`src/rtl/butterfly_reorder_merge_pkg.sv`:
```
// butterfly_reorder_merge_pkg: lane/tag geometry and error-cause encoding shared by the reorder stage
package butterfly_reorder_merge_pkg;
   localparam int NETWORK_WIDTH_LOG2 = 3;
   localparam int N = 2 ** NETWORK_WIDTH_LOG2;
   localparam int W = 8;
   localparam int TAG_W = 4;
   localparam int DEPTH = 2 ** TAG_W;
   localparam int TAG_LSB = 0;
   typedef enum logic [1:0] {
      ERR_NONE     = 2'd0,
      ERR_UNALLOC  = 2'd1,
      ERR_REFILL   = 2'd2,
      ERR_DUP_LANE = 2'd3
   } err_cause_e;
endpackage

```
`src/rtl/butterfly_reorder_slot.sv`:
```
// butterfly_reorder_slot: one reorder entry (allocated/filled flags plus data register)
// ports: alloc_set marks the entry allocated, write_en/write_data fill it,
//        retire_clr frees it; allocated/filled/data expose the entry state.
module butterfly_reorder_slot #(
   parameter int W = butterfly_reorder_merge_pkg::W
) (
   input  logic         clk,
   input  logic         rst_n,
   input  logic         alloc_set,
   input  logic         write_en,
   input  logic [W-1:0] write_data,
   input  logic         retire_clr,
   output logic         allocated,
   output logic         filled,
   output logic [W-1:0] data
);
   import butterfly_reorder_merge_pkg::*;
   always_ff @(posedge clk or negedge rst_n) begin
      if (!rst_n) begin
         allocated <= 1'b0;
         filled    <= 1'b0;
         data      <= '0;
      end else begin
         allocated <= alloc_set || (allocated && !retire_clr);
         filled    <= write_en || (filled && !retire_clr);
         if (write_en) data <= write_data;
      end
   end
endmodule

```
`src/rtl/butterfly_reorder_merge.sv`:
```
// butterfly_reorder_merge: re-serialises unordered network lanes into tag-allocation order
// ports: alloc_valid/alloc_ready/alloc_tag hand out tags upstream; in_valid_vec/in_payload_vec
//        carry N lanes (tag in the low TAG_W bits), in_ready_vec never backpressures;
//        out_valid/out_payload/out_ready stream the head entry; err_sticky flags dropped beats.
module butterfly_reorder_merge #(
   parameter int NETWORK_WIDTH_LOG2 = butterfly_reorder_merge_pkg::NETWORK_WIDTH_LOG2,
   parameter int W = butterfly_reorder_merge_pkg::W,
   parameter int TAG_W = butterfly_reorder_merge_pkg::TAG_W
) (
   input  logic                                clk,
   input  logic                                rst_n,
   input  logic                                alloc_valid,
   output logic                                alloc_ready,
   output logic [TAG_W-1:0]                    alloc_tag,
   input  logic [(2**NETWORK_WIDTH_LOG2)-1:0]  in_valid_vec,
   input  logic [W*(2**NETWORK_WIDTH_LOG2)-1:0] in_payload_vec,
   output logic [(2**NETWORK_WIDTH_LOG2)-1:0]  in_ready_vec,
   output logic                                out_valid,
   output logic [W-1:0]                        out_payload,
   input  logic                                out_ready,
   output logic                                err_sticky
);
   import butterfly_reorder_merge_pkg::*;
   localparam int N = 2 ** NETWORK_WIDTH_LOG2;
   localparam int DEPTH = 2 ** TAG_W;
   logic [TAG_W-1:0] alloc_ptr, head_ptr, lane_tag;
   logic [TAG_W:0]   occupancy;
   logic [DEPTH-1:0] allocated, filled, alloc_set, write_en, retire_clr;
   logic [W-1:0]     write_data [DEPTH];
   logic [W-1:0]     data [DEPTH];
   logic             lane_err, do_alloc, do_retire;
   assign alloc_ready = occupancy != (TAG_W+1)'(DEPTH);
   assign alloc_tag   = alloc_ptr;
   assign out_valid   = filled[head_ptr];
   assign out_payload = data[head_ptr];
   assign do_alloc    = alloc_valid && alloc_ready;
   assign do_retire   = out_valid && out_ready;
   // Lanes are scanned low to high, so the first legal claimant of an entry wins
   // and any later lane aimed at the same entry counts as an error.
   always_comb begin
      write_en = '0;
      lane_err = 1'b0;
      lane_tag = '0;
      for (int e = 0; e < DEPTH; e++) write_data[e] = '0;
      for (int i = 0; i < N; i++) begin
         lane_tag = in_payload_vec[i*W + TAG_LSB +: TAG_W];
         if (in_valid_vec[i]) begin
            if (allocated[lane_tag] && !filled[lane_tag] && !write_en[lane_tag]) begin
               write_en[lane_tag]   = 1'b1;
               write_data[lane_tag] = in_payload_vec[i*W +: W];
            end else begin
               lane_err = 1'b1;
            end
         end
      end
   end
   for (genvar s = 0; s < DEPTH; s++) begin : g_slot
      assign alloc_set[s]  = do_alloc && alloc_ptr == TAG_W'(s);
      assign retire_clr[s] = do_retire && head_ptr == TAG_W'(s);
      butterfly_reorder_slot #(.W(W)) u_slot (
         .clk        (clk),
         .rst_n      (rst_n),
         .alloc_set  (alloc_set[s]),
         .write_en   (write_en[s]),
         .write_data (write_data[s]),
         .retire_clr (retire_clr[s]),
         .allocated  (allocated[s]),
         .filled     (filled[s]),
         .data       (data[s])
      );
   end
   always_ff @(posedge clk or negedge rst_n) begin
      if (!rst_n) begin
         alloc_ptr    <= '0;
         head_ptr     <= '0;
         occupancy    <= '0;
         err_sticky   <= 1'b0;
         in_ready_vec <= '0;
      end else begin
         alloc_ptr    <= alloc_ptr + TAG_W'(do_alloc);
         head_ptr     <= head_ptr + TAG_W'(do_retire);
         occupancy    <= occupancy + (TAG_W+1)'(do_alloc) - (TAG_W+1)'(do_retire);
         err_sticky   <= err_sticky || lane_err;
         in_ready_vec <= '1;
      end
   end
endmodule

```
`config.mk`:
```
export PLATFORM = sky130hd
export DESIGN_NAME = butterfly_reorder_merge
export DESIGN_NICKNAME = d
export VERILOG_FILES = /design/src/rtl/butterfly_reorder_merge_pkg.sv /design/src/rtl/butterfly_reorder_slot.sv /design/src/rtl/butterfly_reorder_merge.sv
export SDC_FILE = /design/constraint.sdc
export NUM_CORES = 1
export LEC_CHECK = 0
export CORE_ASPECT_RATIO = 1.75
export CORE_UTILIZATION = 62
export CTS_CLUSTER_SIZE = 16
export DETAILED_ROUTE_END_ITERATION = 6
export GPL_TIMING_DRIVEN = 0
export HOLD_SLACK_MARGIN = 0.12
export PLACE_DENSITY_LB_ADDON = 0.05
export SLEW_MARGIN = 10
export SYNTH_ARGS = -nofsm -noshare
export SYNTH_HDL_FRONTEND = slang
export SYNTH_HIERARCHICAL = 1
export SYNTH_SLANG_ARGS = --single-unit
```
`constraint.sdc`:
```
create_clock -name clk -period 6.6 [get_ports clk]
set_input_delay 1.65 -clock clk [delete_from_list [all_inputs] [get_ports clk]]
set_output_delay 1.65 -clock clk [all_outputs]
set_load 0.02 [all_outputs]
```
==> reports/results.tsv, run 1 <==
stage	metric	value	unit
floorplanning	die_w	129	µm
logic_synthesis	synth_edf_count	0	
logic_synthesis	synth-main-ff-cell	dfrtp_1	
logic_synthesis	netlist_area	17600	µm²
logic_synthesis	netlist_instances	1893	
placed_design	postPlaceCellArea	18900	µm²
outcome	error_line	[ERROR GRT-0116] Global routing finished with congestion. Check the congestion regions in the DRC Viewer.	
outcome	run_status	aborted with a tool error	
clocking	hold_buffers	0	
floorplanning	ios	99	
logic_synthesis	yosys.cell_types.count	104	
clocking	clk_path_buf_depth	2	
clocking	cts_buffers	17	
placed_design	gp_congestion	1.21	
logic_synthesis	ys_warn_count	6	
floorplanning	rows	81	
floorplanning	die_h	225	µm
floorplanning	initial_core_util	62.9	%
clocking	root_buffer	clkbuf_16	
logic_synthesis	synth_area_per_cell	9.30	µm²
grt	grt_overflow	303	
logic_synthesis	ys_async_sr_fraction	100	%
grt	grt_pass1_wl	170	mm
clocking	cts_max_level	4	
logic_synthesis	seq_area_frac_synth	24.9	%
logic_synthesis	ys_ff_latch	175	
grt	grt_max_degree	121	
grt	grt_pass1_vias	23323	
clocking	cts_sinks	175	
placed_design	portBuffers	61	
grt	grt_use_total	77.8	%
placed_design	hpwl	64.5	mm
outcome	stop_stage	5_1_grt	
-- what timing repair did --
action	in CTS
setup endpoints to repair	145
pin swaps	44
gates cloned	10
resized for setup	179
setup buffers	52
-- per-stage QoR --
step	setup WS, ns	hold WS, ns	cells	utilization [%]
3_3_place_gp	-2.69	0.488	2358	67.2
2_1_floorplan	0.0666	0.476	1924	-
4_1_cts	-0.00482	0.513	2451	74.2
3_5_place_dp	-1.80	0.492	2365	67.6
-- per-layer routing --
metal	global-route usage, %	overflow
met1	79.7	1
met2	95.9	165
met4	77.8	129
met3	58.7	3
met5	12.8	5
-- kinds of logic after synthesis --
family          synth area share [%]
compound gates                  23.7
xor+xnor                       0.945
fa+ha+maj                      0.825
buf+inv                         6.38
flops                           24.9
mux                             23.0
other cells                   0.0427
simple gates                    20.2
-- synthesized netlist by cell type (all sizes together) (25+ instances only) --
| library cell | number | area (µm²) |
|---|---|---|
| clkbuf | 98 | 369 |
| nand3 | 92 | 465 |
| o21ai | 50 | 262 |
| a222oi | 47 | 470 |
| a21oi | 49 | 245 |
| nand2 | 177 | 664 |
| a221oi | 45 | 394 |
| mux4 | 80 | 1800 |
| a21o | 39 | 313 |
| dfrtp | 175 | 4380 |
| nand2b | 38 | 238 |
| nor2 | 152 | 576 |
| o31ai | 82 | 616 |
| inv | 52 | 195 |
| nor4 | 25 | 218 |
| buf | 75 | 536 |
| mux2 | 136 | 2010 |
| nor3 | 62 | 315 |
| a221o | 36 | 360 |
==> run 2, diff against run 1 <==
- CORE_ASPECT_RATIO: 1.75 -> unset
- CORE_UTILIZATION: 62 -> 40
- CTS_CLUSTER_SIZE: 16 -> unset
- HOLD_SLACK_MARGIN: 0.12 -> unset
- PLACE_DENSITY_LB_ADDON: 0.05 -> 0.15
==> reports/results.tsv, run 2 <==
stage	metric	value	unit	change
floorplanning	core	43300	µm²	
clocking	cts_sinks	175		unchanged
timing	skew	0.0143	ns	
logic_synthesis	synth_area_leaders	dfrtp_1, mux2_4, mux4_2		unchanged
critical_path	worstPathArrival	7.03	ns	
clocking	clk_path_buf_depth	2		unchanged
critical_path	rrSetupSlack	0.73	ns	
critical_path	startpoint_type	input port		
final_layout	final_core_util	50.9	%	
critical_path	r2r_start	g_slot[7].u_slot/filled$_DFF_PN0_		
final_layout	num-fill-cells	4058		
drt	drt_iter0_markers	2737		
final_layout	layout-drive-gt1-share	30.8	%	
timing	fmax	149	MHz	
timing	fin_hold_ws	0.505	ns	
final_layout	regMostFlops	g_slot.u_slot/data		
final_layout	largestRegisters	g_slot.u_slot/data x128, g_slot.u_slot/allocated x16, g_slot.u_slot/filled x16		
grt	grt_pass1_vias	18277		
clocking	cts_max_level	4		unchanged
final_layout	area_growth	25.2	%	
clocking	root_buffer	clkbuf_16		unchanged
timing	rsz0062_at_grt	true		
power	vdd_ir_drop_max	0.318	mV	
grt	grt_max_degree	97		
logic_synthesis	yosys.cell_types.count	104		unchanged
critical_path	r2r_cells	23		
floorplanning	die_h	212	µm	was 225 µm
critical_path	end_kind	flip-flop		
timing	worstMarginPinSlew	1.25	ns	
job	maxCapViolCount	0		
min_path	worstHoldEndpoint	head_ptr[0]$_DFF_PN0_		
min_path	hold_path_class	flip-flop to flip-flop		
logic_synthesis	synth-main-ff-cell	dfrtp_1		unchanged
timing	timing.slew.headroom	16.0	%	
outcome	violations	DRC, setup timing		
power	leakagePower	0.00855	µW	
logic_synthesis	ys_warn_count	6		unchanged
clocking	clk_pin_slew	0.07	ns	
final_layout	largest_reg_flops	128		
critical_path	reg2reg_to	g_slot[4].u_slot/data[6]$_DFFE_PN0P_		
logic_synthesis	synthTopCellsByCount	nand2_1, dfrtp_1, nor2_1		unchanged
logic_synthesis	synth_area_per_cell	9.30	µm²	unchanged
final_layout	final_cell_mix	dfrtp_1, nand2_1, nor2_1, mux2_4, buf_4		
floorplanning	rows	76		was 81
logic_synthesis	synth_edf_count	0		unchanged
grt	grt_use_total	42.0	%	
logic_synthesis	ys_async_sr_fraction	100	%	unchanged
final_layout	nets	2200		
logic_synthesis	seq_area_frac_synth	24.9	%	unchanged
placed_design	gp_congestion	1.06		was 1.21
timing	slew_violations	0		
drt	dr_total_vias	19185		
min_path	min_from	head_ptr[0]$_DFF_PN0_		
floorplanning	die-area	44800	µm²	
min_path	hold_depth	1		
grt	grt_overflow	0		
critical_path	critPathLaunch	in_payload_vec[3]		
final_layout	final_cells	2711		
floorplanning	die_w	212	µm	was 129 µm
final_layout	final_common_cell	dfrtp_1		
logic_synthesis	ys_ff_latch	175		unchanged
logic_synthesis	netlist_instances	1893		unchanged
grt	antenna_found_initial	3		
placed_design	dp_cells	2574		was 2365
drt	ant_nets	0		
timing	min_period	6.72	ns	
final_layout	n_antenna_cell	0		
logic_synthesis	synth.most_common_cell	nand2_1		unchanged
drt	wl	95.5	mm	
drt	viasPerCell	7.08		
clocking	hold_buffers	0		unchanged
drt	routedWlPerCell	35.2	µm	
clocking	clock_latency	0.44	ns	
placed_design	portBuffers	61		unchanged
logic_synthesis	synth_area_leader_cell	dfrtp_1		unchanged
grt	grt_pass1_wl	133	mm	
critical_path	critical_path_class	input port to flip-flop		
floorplanning	initial_core_util	40.7	%	was 62.9%
timing	finalCritPeriodShare	102	%	
drt	dr.pass1.iters	7		
drt	drc	22		
timing	hold_viol_final	0		
power	power.density	288	nW/µm²	
logic_synthesis	synth_top_area_share	24.9	%	unchanged
floorplanning	ios	99		unchanged
placed_design	hpwl	74.2	mm	was 64.5 mm
clocking	cts_tree	yes		
outcome	run_status	finished with violations		was aborted with a tool error
critical_path	required	6.91	ns	
logic_synthesis	netlist_area	17600	µm²	unchanged
timing	worst_slack	-0.118	ns	
timing	finalSetupViolCount	40		
clocking	cts_buffers	17		unchanged
critical_path	cp_max_fo	8		
==> run 2: how the worst max path moves through the flow <==
stage	end	cells past startpoint	slack [ns]
3_5_place_dp	g_slot[10].u_slot/data[1]$_DFFE_PN0P_	20	-2.44
5_1_grt	g_slot[1].u_slot/data[2]$_DFFE_PN0P_	23	-0.11
6_report	g_slot[4].u_slot/data[6]$_DFFE_PN0P_	24	-0.12
4_1_cts	g_slot[6].u_slot/data[5]$_DFFE_PN0P_	18	-0.03
3_3_place_gp	occupancy[0]$_DFF_PN0_	1	-3.36
2_1_floorplan	g_slot[15].u_slot/data[0]$_DFFE_PN0P_	21	0.07
==> run 2: layout make-up <==
class | instances | area [µm²] | share of cell area, %
inverters | 58 | 224 | 1.02
repair buffers | 181 | 1600 | 7.26
well taps | 585 | 732 | 3.32
flip-flops and latches | 175 | 4380 | 19.9
clock buffers | 20 | 447 | 2.03
plain buffers | 162 | 965 | 4.38
clock inverters | 12 | 204 | 0.926
multi-input cells | 1518 | 13500 | 61.2
==> run 2: logic make-up after synthesis <==
| logic type | count (synthesis) | synth area share, % |
|---|---|---|
| buffers and inverters | 231 | 6.38 |
| DFF | 175 | 24.9 |
| and+or+nand+nor | 699 | 20.2 |
| xor gates and xnor gates | 19 | 0.945 |
| AOI/OAI and AO/OA | 516 | 23.7 |
| adders and majority gates | 11 | 0.825 |
| muxes | 240 | 23.0 |
| other | 2 | 0.0427 |
==> run 2: report_power, final <==
part	switching, µW	leakage, µW	total, µW	internal [µW]
registers	345	0.00225	1770	1420
logic	1870	0.00599	3440	1570
clock network	442	0.000320	1130	687
==> run 2: metal layers <==
layer	routed length [µm]	share of wire [%]	up-vias	GRT usage, %
met5	18	0.019	-	0
met4	5630	5.9	4	20.8
met3	11200	12	312	11.2
met2	40500	42	1387	62.5
met1	38200	40	9660	56.1
li1	-	-	7822	-
==> run 2: timing repair <==
action	CTS	global route
buffers inserted	75	30
pin swaps	60	54
gates cloned	10	2
gates resized for setup	221	97
setup endpoints to repair	145	145
==> run 2: critical path: stages <==
cell	delay (ns)
buf_12	0.11
mux2_4	0.30
mux4_2	0.52
buf_6	0.15
nor4_4	0.32
buf_6	0.19
o31ai_4	0.08
a21o_4	0.21
a311o_1	0.39
a221o_1	0.35
o22ai_4	0.22
buf_12	0.15
buf_12	0.11
o21ai_4	0.08
buf_6	0.16
buf_6	0.13
o311a_4	0.36
a2bb2oi_4	0.18
nand3_4	0.12
buf_8	0.18
buf_12	0.15
o31ai_4	0.37
buf_6	0.23
mux2_4	0.31
==> run 2: per-stage QoR <==
stage / total power [µW] / setup WS (ns) / area (µm²) / setup TNS, ns
after floorplan: 3680 / 0.0666 / 17700 / 0
after global placement: 4680 / -3.36 / 19100 / -934.00
after detailed placement: 4730 / -2.44 / 19200 / -284.56
after CTS: 6130 / -0.0333 / 21400 / -0.532
after global routing: 6570 / -0.108 / 22000 / -2.55
final: 6340 / -0.118 / 22000 / -1.97
Power figures use the tool's default switching activity.
==> run 3, diff against run 2 <==
- CORE_ASPECT_RATIO: unset -> 1.25
==> reports/results.tsv, run 3 (same netlist as run 2, synthesis figures left out) <==
stage	metric	value	unit	change
clocking	cts_max_level	4		unchanged
final_layout	layout-drive-gt1-share	29.2	%	was 30.8%
critical_path	cp_max_fo	8		unchanged
grt	antenna_found_initial	2		was 3
drt	dr_total_vias	18264		was 19.2k
floorplanning	die_h	237	µm	was 212 µm
placed_design	pre_cts_ws	-2.17	ns	was -2.44 ns
final_layout	final_common_cell	dfrtp_1		unchanged
grt	grt_overflow	0		unchanged
min_path	hold_path_class	flip-flop to flip-flop		unchanged
floorplanning	core	43300	µm²	about the same
timing	skew	0.0121	ns	was 0.0143 ns
final_layout	largestRegisters	g_slot.u_slot/data x128, g_slot.u_slot/allocated x16, g_slot.u_slot/filled x16		unchanged
critical_path	worstPathArrival	6.87	ns	was 7.03 ns
drt	routedWlPerCell	33.4	µm	was 35.2 µm
final_layout	area_growth	23.4	%	was 25.2%
power	p_switching	2510	µW	was 2660 µW
placed_design	hpwl	70.2	mm	was 74.2 mm
power	internal-power	3560	µW	was 3680 µW
timing	finalSetupViolCount	0		was 40
power	p_comb_share	53.0	%	was 54.3%
drt	drt_iter0_markers	2622		was 2737
drt	drc	69		was 22
grt	grt_pass1_wl	126	mm	was 133 mm
critical_path	startpoint_type	input port		unchanged
outcome	violations	DRC		was DRC, setup timing
power	netSwitchingFraction	41.3	%	was 41.9%
power	leakagePower	0.00845	µW	was 0.00855 µW
clocking	cts_buffers	17		unchanged
timing	hold_viol_final	0		unchanged
floorplanning	ios	99		unchanged
final_layout	multi_input_area	13400	µm²	was 13500 µm²
timing	worst_slack	0.0570	ns	was -0.118 ns
final_layout	regArea	4380	µm²	unchanged
drt	viasPerCell	6.83		was 7.08
timing	tns	0	ns	was -1.97 ns
job	maxCapViolCount	0		unchanged
timing	timing.slew.headroom	19.1	%	was 16.0%
outcome	run_status	finished with violations		unchanged
placed_design	gp_congestion	1.02		was 1.06
clocking	clock_latency	0.44	ns	about the same
clocking	cts_sinks	175		unchanged
floorplanning	die-area	44900	µm²	was 44800 µm²
placed_design	portBuffers	61		unchanged
timing	min_period	6.54	ns	was 6.72 ns
drt	ant_nets	0		unchanged
clocking	hold_buffers	0		unchanged
grt	grt_pass1_vias	17316		was 18.3k
critical_path	critical_path_class	input port to flip-flop		unchanged
grt	grt_use_total	39.4	%	was 42.0%
critical_path	required	6.92	ns	was 6.91 ns
floorplanning	die_w	190	µm	was 212 µm
grt	grt_max_degree	112		was 97
clocking	root_buffer	clkbuf_16		unchanged
timing	slew_violations	0		unchanged
final_layout	design_area	21700	µm²	was 22000 µm²
clocking	clk_path_buf_depth	2		unchanged
drt	dr.pass1.iters	7		unchanged
floorplanning	initial_core_util	40.7	%	about the same
clocking	clk_pin_slew	0.07	ns	about the same
critical_path	end_kind	flip-flop		unchanged
power	power.density	280	nW/µm²	was 288 nW/µm²
power	p_clk_share	17.4	%	was 17.8%
timing	finalCritPeriodShare	99.1	%	was 102%
final_layout	final_cell_mix	dfrtp_1, nand2_1, nor2_1, mux2_4, buf_4		unchanged
final_layout	largest_reg_flops	128		unchanged
final_layout	regMostFlops	g_slot.u_slot/data		unchanged
power	vdd_ir_drop_max	0.390	mV	was 0.318 mV
drt	wl	89.3	mm	was 95.5 mm
final_layout	num-fill-cells	4073		was 4058
timing	worstMarginPinSlew	1.20	ns	was 1.25 ns
power	seq_power_share	29.6	%	was 27.9%
floorplanning	rows	85		was 76
final_layout	nets	2184		was 2200
placed_design	postPlaceCellArea	19200	µm²	about the same
timing	fmax	153	MHz	was 149 MHz
clocking	cts_tree	yes		unchanged
## run 3: cell types whose count changed in the layout (fill, tap and decap cells not counted), moves of 4 or more
cell,delta
buf_4,-9
nor2_1,+5
a221oi_2,+4
buf_6,-4
clkinvlp_4,+4
a221oi_1,-4
a311oi_1,+4
a311oi_2,-4
## run 3: power by group through the flow
stage	registers, µW	clock network, µW	logic (µW)
after floorplan	1630	0	2040
after CTS	1770	1070	3080
after global placement	1770	0	2830
after detailed placement	1780	0	2880
final	1790	1060	3220
after global routing	1830	1120	3400
## run 3: through the flow
stage	cells	util, %	hold slack, ns	power [µW]
after floorplan	1924	-	0.476	3680
after global placement	2550	44.0	0.490	4600
after detailed placement	2558	44.3	0.488	4660
after CTS	2637	48.7	0.509	5930
after global routing	2676	50.2	0.515	6350
final	2676	50.2	0.505	6070
## run 3: repair_timing
item	4_1_cts	5_1_grt
resized for setup	194	94
endpoints found under the setup margin	145	144
setup buffers	45	40
endpoints found under the hold margin	0	0
pin swaps	47	48
cloned	10	1
## run 3: final cells by class
| class | instances | area share [%] |
|---|---|---|
| inverter | 58 | 1.03 |
| antenna | 1 | 0.0115 |
| sequential | 175 | 20.2 |
| multi-input combinational | 1518 | 61.6 |
| clock inverter | 12 | 0.720 |
| tap | 565 | 3.26 |
| clock buffer | 20 | 2.10 |
| timing repair buffer | 163 | 6.75 |
| buffer | 164 | 4.38 |
## run 3: critical path: stages
cell and delay (ns):
buf_4 0.10, buf_8 0.12, mux4_2 0.50, mux2_4 0.33, and3_4 0.17, buf_8 0.14
a211oi_4 0.31, a211oi_4 0.16, a211o_4 0.41, a22o_4 0.28, o22ai_4 0.29, buf_6 0.17
nor2_4 0.06, nor4_4 0.34, o2111ai_2 0.17, nor4_4 0.28, nand3_2 0.15, buf_8 0.16
buf_12 0.14, o31ai_4 0.32, buf_6 0.24, mux2_4 0.32
## run 3: final timing paths
path | start | end | slack, ns | cells past startpoint
setup / recovery | in_payload_vec[0] | g_slot[3].u_slot/data[7]$_DFFE_PN0P_ | 0.06 | 22
hold / removal | occupancy[0]$_DFF_PN0_ | occupancy[0]$_DFF_PN0_ | 0.50 | 1
setup reg to reg | g_slot[15].u_slot/filled$_DFF_PN0_ | g_slot[3].u_slot/data[7]$_DFFE_PN0P_ | 0.94 | 21
hold reg to reg | occupancy[0]$_DFF_PN0_ | occupancy[0]$_DFF_PN0_ | 0.50 | 1
max in group asynchronous | rst_n | g_slot[4].u_slot/allocated$_DFF_PN0_ | 4.46 | 2
min in group asynchronous | rst_n | g_slot[10].u_slot/data[5]$_DFFE_PN0P_ | 1.15 | 1
## run 3: routing by layer
metal	up-vias	track usage, %	share of wire (%)
met2	1164	63.3	46
met4	2	28.2	8.4
met5	-	0	0.015
li1	7765	-	-
met3	275	4.00	7.1
met1	9058	49.5	38
